### src/rtl/conv_pkg.sv
// Shared definitions for the conv layer scheduler: word width, constant clog2 and FSM encoding.
package conv_pkg;

    localparam int FP32_WIDTH = 32;

    typedef enum logic [1:0] {
        ST_IDLE  = 2'd0,
        ST_RUN   = 2'd1,
        ST_DRAIN = 2'd2,
        ST_DONE  = 2'd3
    } state_e;

    function automatic int clog2(input int value);
        int res;
        int v;
        res = 0;
        v   = value - 1;
        while (v > 0) begin
            res = res + 1;
            v   = v >> 1;
        end
        return res;
    endfunction

endpackage

### src/rtl/conv_lane_fifo.sv
// Per-filter output lane: small power-of-two FIFO with combinational head and occupancy count.
module conv_lane_fifo
    import conv_pkg::*;
#(
    parameter int  DATA_WIDTH = FP32_WIDTH,
    parameter int  DEPTH      = 4,
    localparam int PTR_W      = (DEPTH > 1) ? clog2(DEPTH) : 1,
    localparam int CNT_W      = clog2(DEPTH + 1)
) (
    input  logic                  clk,
    input  logic                  rst,
    input  logic                  push_i,
    input  logic                  pop_i,
    input  logic [DATA_WIDTH-1:0] data_i,
    output logic [DATA_WIDTH-1:0] head_o,
    output logic [CNT_W-1:0]      count_o,
    output logic                  full_o,
    output logic                  empty_o
);

    logic [DATA_WIDTH-1:0] mem_q [DEPTH];
    logic [PTR_W-1:0]      wr_q;
    logic [PTR_W-1:0]      rd_q;
    logic [CNT_W-1:0]      cnt_q;
    logic [CNT_W-1:0]      cnt_d;
    logic                  do_push;
    logic                  do_pop;

    assign empty_o = (cnt_q == '0);
    assign full_o  = (cnt_q == CNT_W'(DEPTH));
    assign count_o = cnt_q;
    assign head_o  = mem_q[rd_q];

    // A pop in the same cycle frees the slot, so a push onto a full lane still lands.
    assign do_pop  = pop_i & ~empty_o;
    assign do_push = push_i & (~full_o | do_pop);

    always_comb begin
        cnt_d = cnt_q;
        case ({do_push, do_pop})
            2'b10:   cnt_d = cnt_q + 1'b1;
            2'b01:   cnt_d = cnt_q - 1'b1;
            default: cnt_d = cnt_q;
        endcase
    end

    always_ff @(posedge clk or posedge rst) begin
        if (rst) begin
            for (int i = 0; i < DEPTH; i++) begin
                mem_q[i] <= '0;
            end
            wr_q  <= '0;
            rd_q  <= '0;
            cnt_q <= '0;
        end else begin
            if (do_push) begin
                mem_q[wr_q] <= data_i;
                wr_q        <= wr_q + 1'b1;
            end
            if (do_pop) begin
                rd_q <= rd_q + 1'b1;
            end
            cnt_q <= cnt_d;
        end
    end

endmodule

### src/rtl/conv_layer_scheduler.sv
// Sequences one conv2d layer frame: gates the shared input FIFO, throttles the filters and
// serialises the per-filter output lanes pixel-major onto one ready/valid stream.
//
//  state    | meaning
//  ---------+-----------------------------------------------------------
//  ST_IDLE  | waiting for start; late filter words still land in lanes
//  ST_RUN   | feeding the padded frame to the filters
//  ST_DRAIN | all input consumed, emptying lanes until the last word
//  ST_DONE  | one-cycle done pulse, then back to idle
module conv_layer_scheduler
    import conv_pkg::*;
#(
    parameter int  DATA_WIDTH   = FP32_WIDTH,
    parameter int  NUM_FILTERS  = 8,
    parameter int  WIDTH        = 112,
    parameter int  LANE_DEPTH   = 4,
    parameter int  THROTTLE_LVL = 2,
    localparam int IDX_W        = (NUM_FILTERS > 1) ? clog2(NUM_FILTERS) : 1
) (
    input  logic                              clk,
    input  logic                              rst,
    input  logic                              start,
    output logic                              busy,
    output logic                              done,
    output logic                              err_ovf,
    input  logic                              in_empty,
    output logic                              in_rdreq,
    output logic                              fm_empty,
    input  logic [NUM_FILTERS-1:0]            fm_rdreq,
    input  logic [NUM_FILTERS-1:0]            fm_valid,
    input  logic [NUM_FILTERS*DATA_WIDTH-1:0] fm_data,
    output logic [DATA_WIDTH-1:0]             out_data,
    output logic [IDX_W-1:0]                  out_idx,
    output logic                              out_valid,
    input  logic                              out_ready,
    output logic                              out_last
);

    localparam int IN_WORDS  = (WIDTH + 2) * (WIDTH + 2);
    localparam int OUT_WORDS = WIDTH * WIDTH * NUM_FILTERS;
    localparam int IN_W      = clog2(IN_WORDS + 1);
    localparam int OUT_W     = clog2(OUT_WORDS + 1);
    localparam int LCNT_W    = clog2(LANE_DEPTH + 1);

    state_e           state_q;
    logic [IN_W-1:0]  in_cnt_q;
    logic [OUT_W-1:0] out_cnt_q;
    logic [IDX_W-1:0] rr_q;
    logic [IDX_W-1:0] rr_d;
    logic             busy_q;
    logic             done_q;
    logic             err_ovf_q;

    logic [DATA_WIDTH-1:0] lane_head [NUM_FILTERS];
    logic [LCNT_W-1:0]     lane_cnt  [NUM_FILTERS];
    logic [NUM_FILTERS-1:0] lane_full;
    logic [NUM_FILTERS-1:0] lane_empty;
    logic [NUM_FILTERS-1:0] lane_pop;

    logic throttle;
    logic xfer;
    logic ovf_hit;
    logic in_last;
    logic out_done;
    logic rdreq_unused;

    for (genvar k = 0; k < NUM_FILTERS; k++) begin : g_lane
        conv_lane_fifo #(
            .DATA_WIDTH (DATA_WIDTH),
            .DEPTH      (LANE_DEPTH)
        ) u_lane (
            .clk     (clk),
            .rst     (rst),
            .push_i  (fm_valid[k]),
            .pop_i   (lane_pop[k]),
            .data_i  (fm_data[k*DATA_WIDTH +: DATA_WIDTH]),
            .head_o  (lane_head[k]),
            .count_o (lane_cnt[k]),
            .full_o  (lane_full[k]),
            .empty_o (lane_empty[k])
        );
    end

    // Filters run in lockstep, so only lane 0's request paces the shared FIFO.
    assign rdreq_unused = ^fm_rdreq;

    always_comb begin
        throttle = 1'b0;
        for (int k = 0; k < NUM_FILTERS; k++) begin
            if (lane_cnt[k] >= LCNT_W'(THROTTLE_LVL)) begin
                throttle = 1'b1;
            end
        end
    end

    assign fm_empty = (state_q != ST_RUN) | in_empty | throttle;
    assign in_rdreq = fm_rdreq[0] & ~fm_empty;

    assign out_valid = ~lane_empty[rr_q];
    assign out_data  = lane_head[rr_q];
    assign out_idx   = rr_q;
    assign xfer      = out_valid & out_ready;
    assign out_last  = out_valid & (out_cnt_q == OUT_W'(OUT_WORDS - 1));

    always_comb begin
        lane_pop = '0;
        for (int k = 0; k < NUM_FILTERS; k++) begin
            lane_pop[k] = xfer & (rr_q == IDX_W'(k));
        end
    end

    always_comb begin
        rr_d = rr_q + 1'b1;
        if (rr_q == IDX_W'(NUM_FILTERS - 1)) begin
            rr_d = '0;
        end
    end

    assign ovf_hit  = |(fm_valid & lane_full & ~lane_pop);
    assign in_last  = in_rdreq & (in_cnt_q == IN_W'(IN_WORDS - 1));
    assign out_done = (out_last & out_ready) | (out_cnt_q == OUT_W'(OUT_WORDS));

    assign busy    = busy_q;
    assign done    = done_q;
    assign err_ovf = err_ovf_q;

    always_ff @(posedge clk or posedge rst) begin
        if (rst) begin
            state_q   <= ST_IDLE;
            in_cnt_q  <= '0;
            out_cnt_q <= '0;
            rr_q      <= '0;
            busy_q    <= 1'b0;
            done_q    <= 1'b0;
            err_ovf_q <= 1'b0;
        end else begin
            done_q <= 1'b0;
            if (xfer) begin
                rr_q <= rr_d;
            end
            if (ovf_hit) begin
                err_ovf_q <= 1'b1;
            end
            case (state_q)
                ST_IDLE: begin
                    if (start) begin
                        state_q   <= ST_RUN;
                        busy_q    <= 1'b1;
                        in_cnt_q  <= '0;
                        out_cnt_q <= '0;
                        err_ovf_q <= ovf_hit;
                    end
                end
                ST_RUN: begin
                    if (in_rdreq) begin
                        in_cnt_q <= in_cnt_q + 1'b1;
                    end
                    if (xfer) begin
                        out_cnt_q <= out_cnt_q + 1'b1;
                    end
                    if (in_last) begin
                        state_q <= ST_DRAIN;
                    end
                end
                ST_DRAIN: begin
                    if (xfer) begin
                        out_cnt_q <= out_cnt_q + 1'b1;
                    end
                    if (out_done) begin
                        state_q <= ST_DONE;
                        done_q  <= 1'b1;
                    end
                end
                ST_DONE: begin
                    state_q <= ST_IDLE;
                    busy_q  <= 1'b0;
                end
                default: state_q <= ST_IDLE;
            endcase
        end
    end

endmodule

### config.mk
export PLATFORM = sky130hd
export DESIGN_NAME = conv_layer_scheduler
export DESIGN_NICKNAME = d
export VERILOG_FILES = /design/src/rtl/conv_pkg.sv /design/src/rtl/conv_lane_fifo.sv /design/src/rtl/conv_layer_scheduler.sv
export SDC_FILE = /design/constraint.sdc
export NUM_CORES = 2
export LEC_CHECK = 0
export BUFFER_PORTS_ARGS = -buffer_cell sky130_fd_sc_hd__buf_2
export CAP_MARGIN = 15
export CORE_UTILIZATION = 52
export CTS_CLUSTER_SIZE = 14
export DETAILED_ROUTE_END_ITERATION = 16
export GPL_TIMING_DRIVEN = 0
export MAX_ROUTING_LAYER = met4
export PLACE_DENSITY = 0.67
export SLEW_MARGIN = 20
export SYNTH_ARGS = -nofsm -noshare
export SYNTH_HDL_FRONTEND = slang
export SYNTH_SLANG_ARGS = --single-unit
### constraint.sdc
create_clock -name clk -period 48.5 [get_ports clk]
set_input_delay 12.125 -clock clk [delete_from_list [all_inputs] [get_ports clk]]
set_output_delay 12.125 -clock clk [all_outputs]
set_load 0.02 [all_outputs]
-- Word level (Yosys, flattened, before mapping)
Cells that the tools add are included.
- add/subtract/negate cells: 35
- $lt $le $gt $ge: 34
- eq/ne operators: 43
- multiplexer cells: 87
- bitwise gates (word level): 78
- reduce and logical (&&, ||, !) cells: 35
- operators by type and width (operator ; number):
    bitwise mux 128 bit ; 8
    2-to-1 mux 32 bit ; 26
    binary-select mux 32 bit (select 2 bit) ; 8
    demux 32 bit (select 2 bit) ; 8
    binary-select mux 32 bit (select 3 bit) ; 1
    >= comparator 3 bit (second input constant) ; 16
    inverter 2 -> 3 bit ; 16
    case mux 3 bit (2 select lines) ; 8
    == test 3 bit (second input constant) ; 12
    == test 17 bit (second input constant) ; 2
    2-to-1 mux 17 bit ; 2
    case mux 17 bit (2 select lines) ; 1
    adder 2 x 1 -> 2 bit (second input constant) ; 16
    bitwise AND 1 bit ; 29
    2-to-1 mux 14 bit ; 2
    case mux 14 bit (2 select lines) ; 1
    adder 3 x 1 -> 3 bit (second input constant) ; 9
    logical NOT 3 bit ; 9
    >= comparator 3 x 2 -> 1 bit (second input constant) ; 8
    < comparator 3 x 1 -> 1 bit (second input constant) ; 8
    subtractor 3 x 1 -> 3 bit (second input constant) ; 8
    nonzero test 2 bit ; 11
    == test 2 bit (second input constant) ; 10
    == test 2 x 1 -> 1 bit (second input constant) ; 9
    26 further kinds ; 84
- flip-flop bits (word level): 1119
- input bits: 277
- output and inout port bits: 42
- logic and storage cells: 375

-- Longest topological paths before layout
- depth in word-level cells: 15
- depth in mapped cells: 16
- mapped depth without buffers: 12

-- Cells and area by module
A second synthesis with hierarchy kept.
- cell total of the unflattened synthesis: 3308
- area total of the unflattened synthesis: 52509.1 sq um
- modules (own cells, without submodules) (module ; instances ; cells each ; area each (sq um) ; sequential area each (sq um)):
    conv_lane_fifo ; 8 ; 350 ; 5977.0 ; 3378.2
    conv_layer_scheduler ; 1 ; 508 ; 4693.3 ; 975.9

-- Worst setup path after synthesis
Ideal clock, no wire load.
- kind: in2out
- from: in in_empty
- to: out in_rdreq
- arrival: 13152 ps
- required time: 36375 ps
- path slack: 23223 ps
- cell stages on the path: 3
- path buffers: 0
- path through: nor4b_1 > nand3_1 > nor3_1
- cells in the longest elaborated chain, start to end: 4
- RTL lines (element ; RTL line ; source):
    start, declared ; conv_layer_scheduler.sv:26 ; input logic in_empty,
    bitwise OR 1 bit (2 in a row) ; conv_layer_scheduler.sv:96 ; assign fm_empty = (state_q != ST_RUN) | in_empty | throttle;
    inverter 1 bit ; conv_layer_scheduler.sv:97 ; assign in_rdreq = fm_rdreq[0] & ~fm_empty;
    bitwise AND 1 bit ; conv_layer_scheduler.sv:97 ;
    end, declared ; conv_layer_scheduler.sv:27 ; output logic in_rdreq,
Every way passes these cells.

-- Final worst setup path
Ends and elaborated chain as after synthesis.

==> metrics <==
num ports=about 320; Worst path top cell family by delay=simple AND/OR/NAND/NOR gates; Die Wd=roughly 320 um; maximum VDD drop=roughly 0.077 mV; Worst-path clk slew=roughly 0.060 ns; detailed-route wire length=roughly 130000 um; Die Y=319.8 um; WHS Path Cells=1; asr flop ratio synth=1.000; Seq cells post-synth=about 1100; via-per-instance ratio=slightly below 6; CTS tree=done; final number of hold-violating endpoints=0; CP endpoint kind=output pin; final worst slack=22.68 ns; hold-fix buffers at CTS=0; die area=just over 100000 um^2; # DRC=0; post-CTS setup buffers=0; Setup WS pre-CTS=22.79 ns; Mapped Nets=approximately 3600; antenna violations before repair=68; WP buf/inv=2; Clk Latency, worst-skew pair=roughly 0.7 ns; Area Growth Syn to Fin=14.39%; core footprint=about 100000 um^2; crit path cell chain=buf_2 -> nor4b_1 -> nand3_1 -> nor3_1 -> buf_2; clock tree buffer depth=3; Synth top area share=0.5331; Setup CP Type=in -> out; final setup fails=0; first-pass GRT wire length=between 200000 and 250000 um; Worst Reg-to-Reg Cells=12; vias in the first global route=31471; post-route ant nets=0; Post-synth EDFFs=0; ys flop type=dfrtp_1; CP most frequent cell=buf_2; Post-CTS Resized=0; CP Launch Type=input port; CTS buffer count=~120; Leakage=26.43 nW; worst hold-check path type=reg -> reg; final period utilization=0.5325; Vias=approximately 30000; Post-DP Area=56050 um^2; IO Port Bufs=around 310; Clock Skew=around 0.042 ns; Std-Cell Rows=116; crit path time final=25.82 ns; most frequent cells in the layout=dfrtp_1, mux2_2, buf_2; commonest non-fill, non-tap cell in the layout=dfrtp_1; RSZ-0062 raised after global routing=no; top cells by area, synth=dfrtp_1, mux2_2, mux4_2; Cell variety after synth=62; Crit path largest cell delay=roughly 0.5 ns; Fmax=between 30 and 40 MHz; max_cap viols=0; arrival time worst endpoint=around 14 ns; routability cong.=0.9119; share of layout cells above drive strength 1=0.5150; Least-Margin Pin Slew=roughly 1.2 ns; Design Area, Final=approximately 60000 um^2; largest net degree at the start of global routing=106; First-pass DRT Iterations=5; initial drt markers=~2000; status=finished, final reports clean; Cell Area, Synth=52520 um^2; max-slew violation count=0; Yosys warnings=0; Crit-path slowest cell=nor4b_1; Seq/Total Area, Yosys=0.5331; crit path max fanout=4; # nets final=approximately 4000; max_slew headroom=0.2161; CTS H-tree lvls=3; Mean Syn Cell Area=approximately 16 um^2; global route total overflow=0; WP depth=5; Synth area leader=dfrtp_1; clk sink count=between 1000 and 1500; gr usage total=0.2787; Initial Util=0.5245; DR WL/cell=between 20 and 30 um; dpl hpwl=98790 um; WP data required=36.38 ns; Syn Inst Count=3258; PD cells=~75 nW/um^2; clock root buffer=clkbuf_16
-- flip-flops by register name, indices dropped and copies added (netlist names) --
| signal | cells |
|---|---|
| busy | 1 |
| done | 1 |
| err_ovf | 1 |
| g_lane.u_lane.count_o | 24 |
| g_lane.u_lane.mem_q | 1024 |
| g_lane.u_lane.rd_q | 16 |
| g_lane.u_lane.wr_q | 16 |
| in_cnt_q | 14 |
| out_cnt_q | 17 |
| out_idx | 3 |
| state_q | 2 |
-- stage by stage --
stage	TNS, ns	cells	util	hold WS, ns	power, mW
after global routing	0	5135	0.5997	0.5020	4.755
after global placement	-9138.43	4867	0.5562	0.4692	3.596
final	0	5144	0.6000	0.4832	4.522
after detailed placement	0	4879	0.5597	0.4756	3.636
after floorplan	0	3258	-	0.4587	3.032
after CTS	0	5092	0.5986	0.4894	4.556
-- final timing paths --
check | start | end | slack, ns
max in group asynchronous | rst | g_lane[1].u_lane.mem_q[105] | 35.26
min in group asynchronous | rst | g_lane[6].u_lane.mem_q[6] | 11.46
hold reg to reg | g_lane[0].u_lane.mem_q[3] | g_lane[0].u_lane.mem_q[3] | 0.48
setup reg to reg | out_idx[1] | g_lane[0].u_lane.count_o[2] | 43.74
setup / recovery | in_empty | in_rdreq | 22.68
hold / removal | g_lane[0].u_lane.mem_q[3] | g_lane[0].u_lane.mem_q[3] | 0.48
-- cells by family after synthesis --
group	count (synthesis)	share of synthesized area
buf+inv	266	0.02849
mux	1355	0.3695
fa+ha+maj	61	0.01567
simple gates	305	0.03009
xor+xnor	61	0.01017
compound gates	91	0.01298
flops	1119	0.5331
-- where the power goes --
part	total, mW	switching [mW]	internal (mW)
sequential	1.64	0.233	1.40
clock	0.908	0.379	0.529
combinational	1.98	0.925	1.05
total	4.52	1.54	2.98
-- area by class of cell --
type | count | area [um^2]
antenna | 52 | 130.1
sequential | 1119 | 28000
inverter | 71 | 276.5
fill | 7769 | 40060
tap | 1298 | 1624
clock buffer | 178 | 3476
clock inverter | 35 | 421.7
buffer | 195 | 1241
timing repair buffer | 323 | 1887
multi-input combinational | 1873 | 23020
-- synthesized netlist by cell type, drive strengths merged, types with 2 or more instances --
library cell	instances
a31oi	5
nand2	171
nor3	13
nor2	42
xnor2	36
or3	4
mux2i	10
o41ai	2
mux2	1025
inv	71
o31ai	6
fa	8
xor2	25
o22ai	2
o21a	3
and4	3
nand4	14
mux4	320
a2111oi	5
and2	8
o2111ai	4
nand3	18
nand2b	5
ha	53
a22o	3
clkbuf	58
buf	137
nor4b	5
nor4	6
o21ai	36
and3	6
a21boi	2
a21oi	13
o211ai	3
or2	3
dfrtp	1119
nor2b	4
-- per-layer routing --
metal,track usage,share of wire,vias to the layer above
met1,0.3889,0.44,16095
li1,-,-,13028
met3,0.06681,0.066,187
met2,0.4152,0.47,688
met5,-,0,-
met4,0.06485,0.023,0
(Power assumes the default switching activity.)
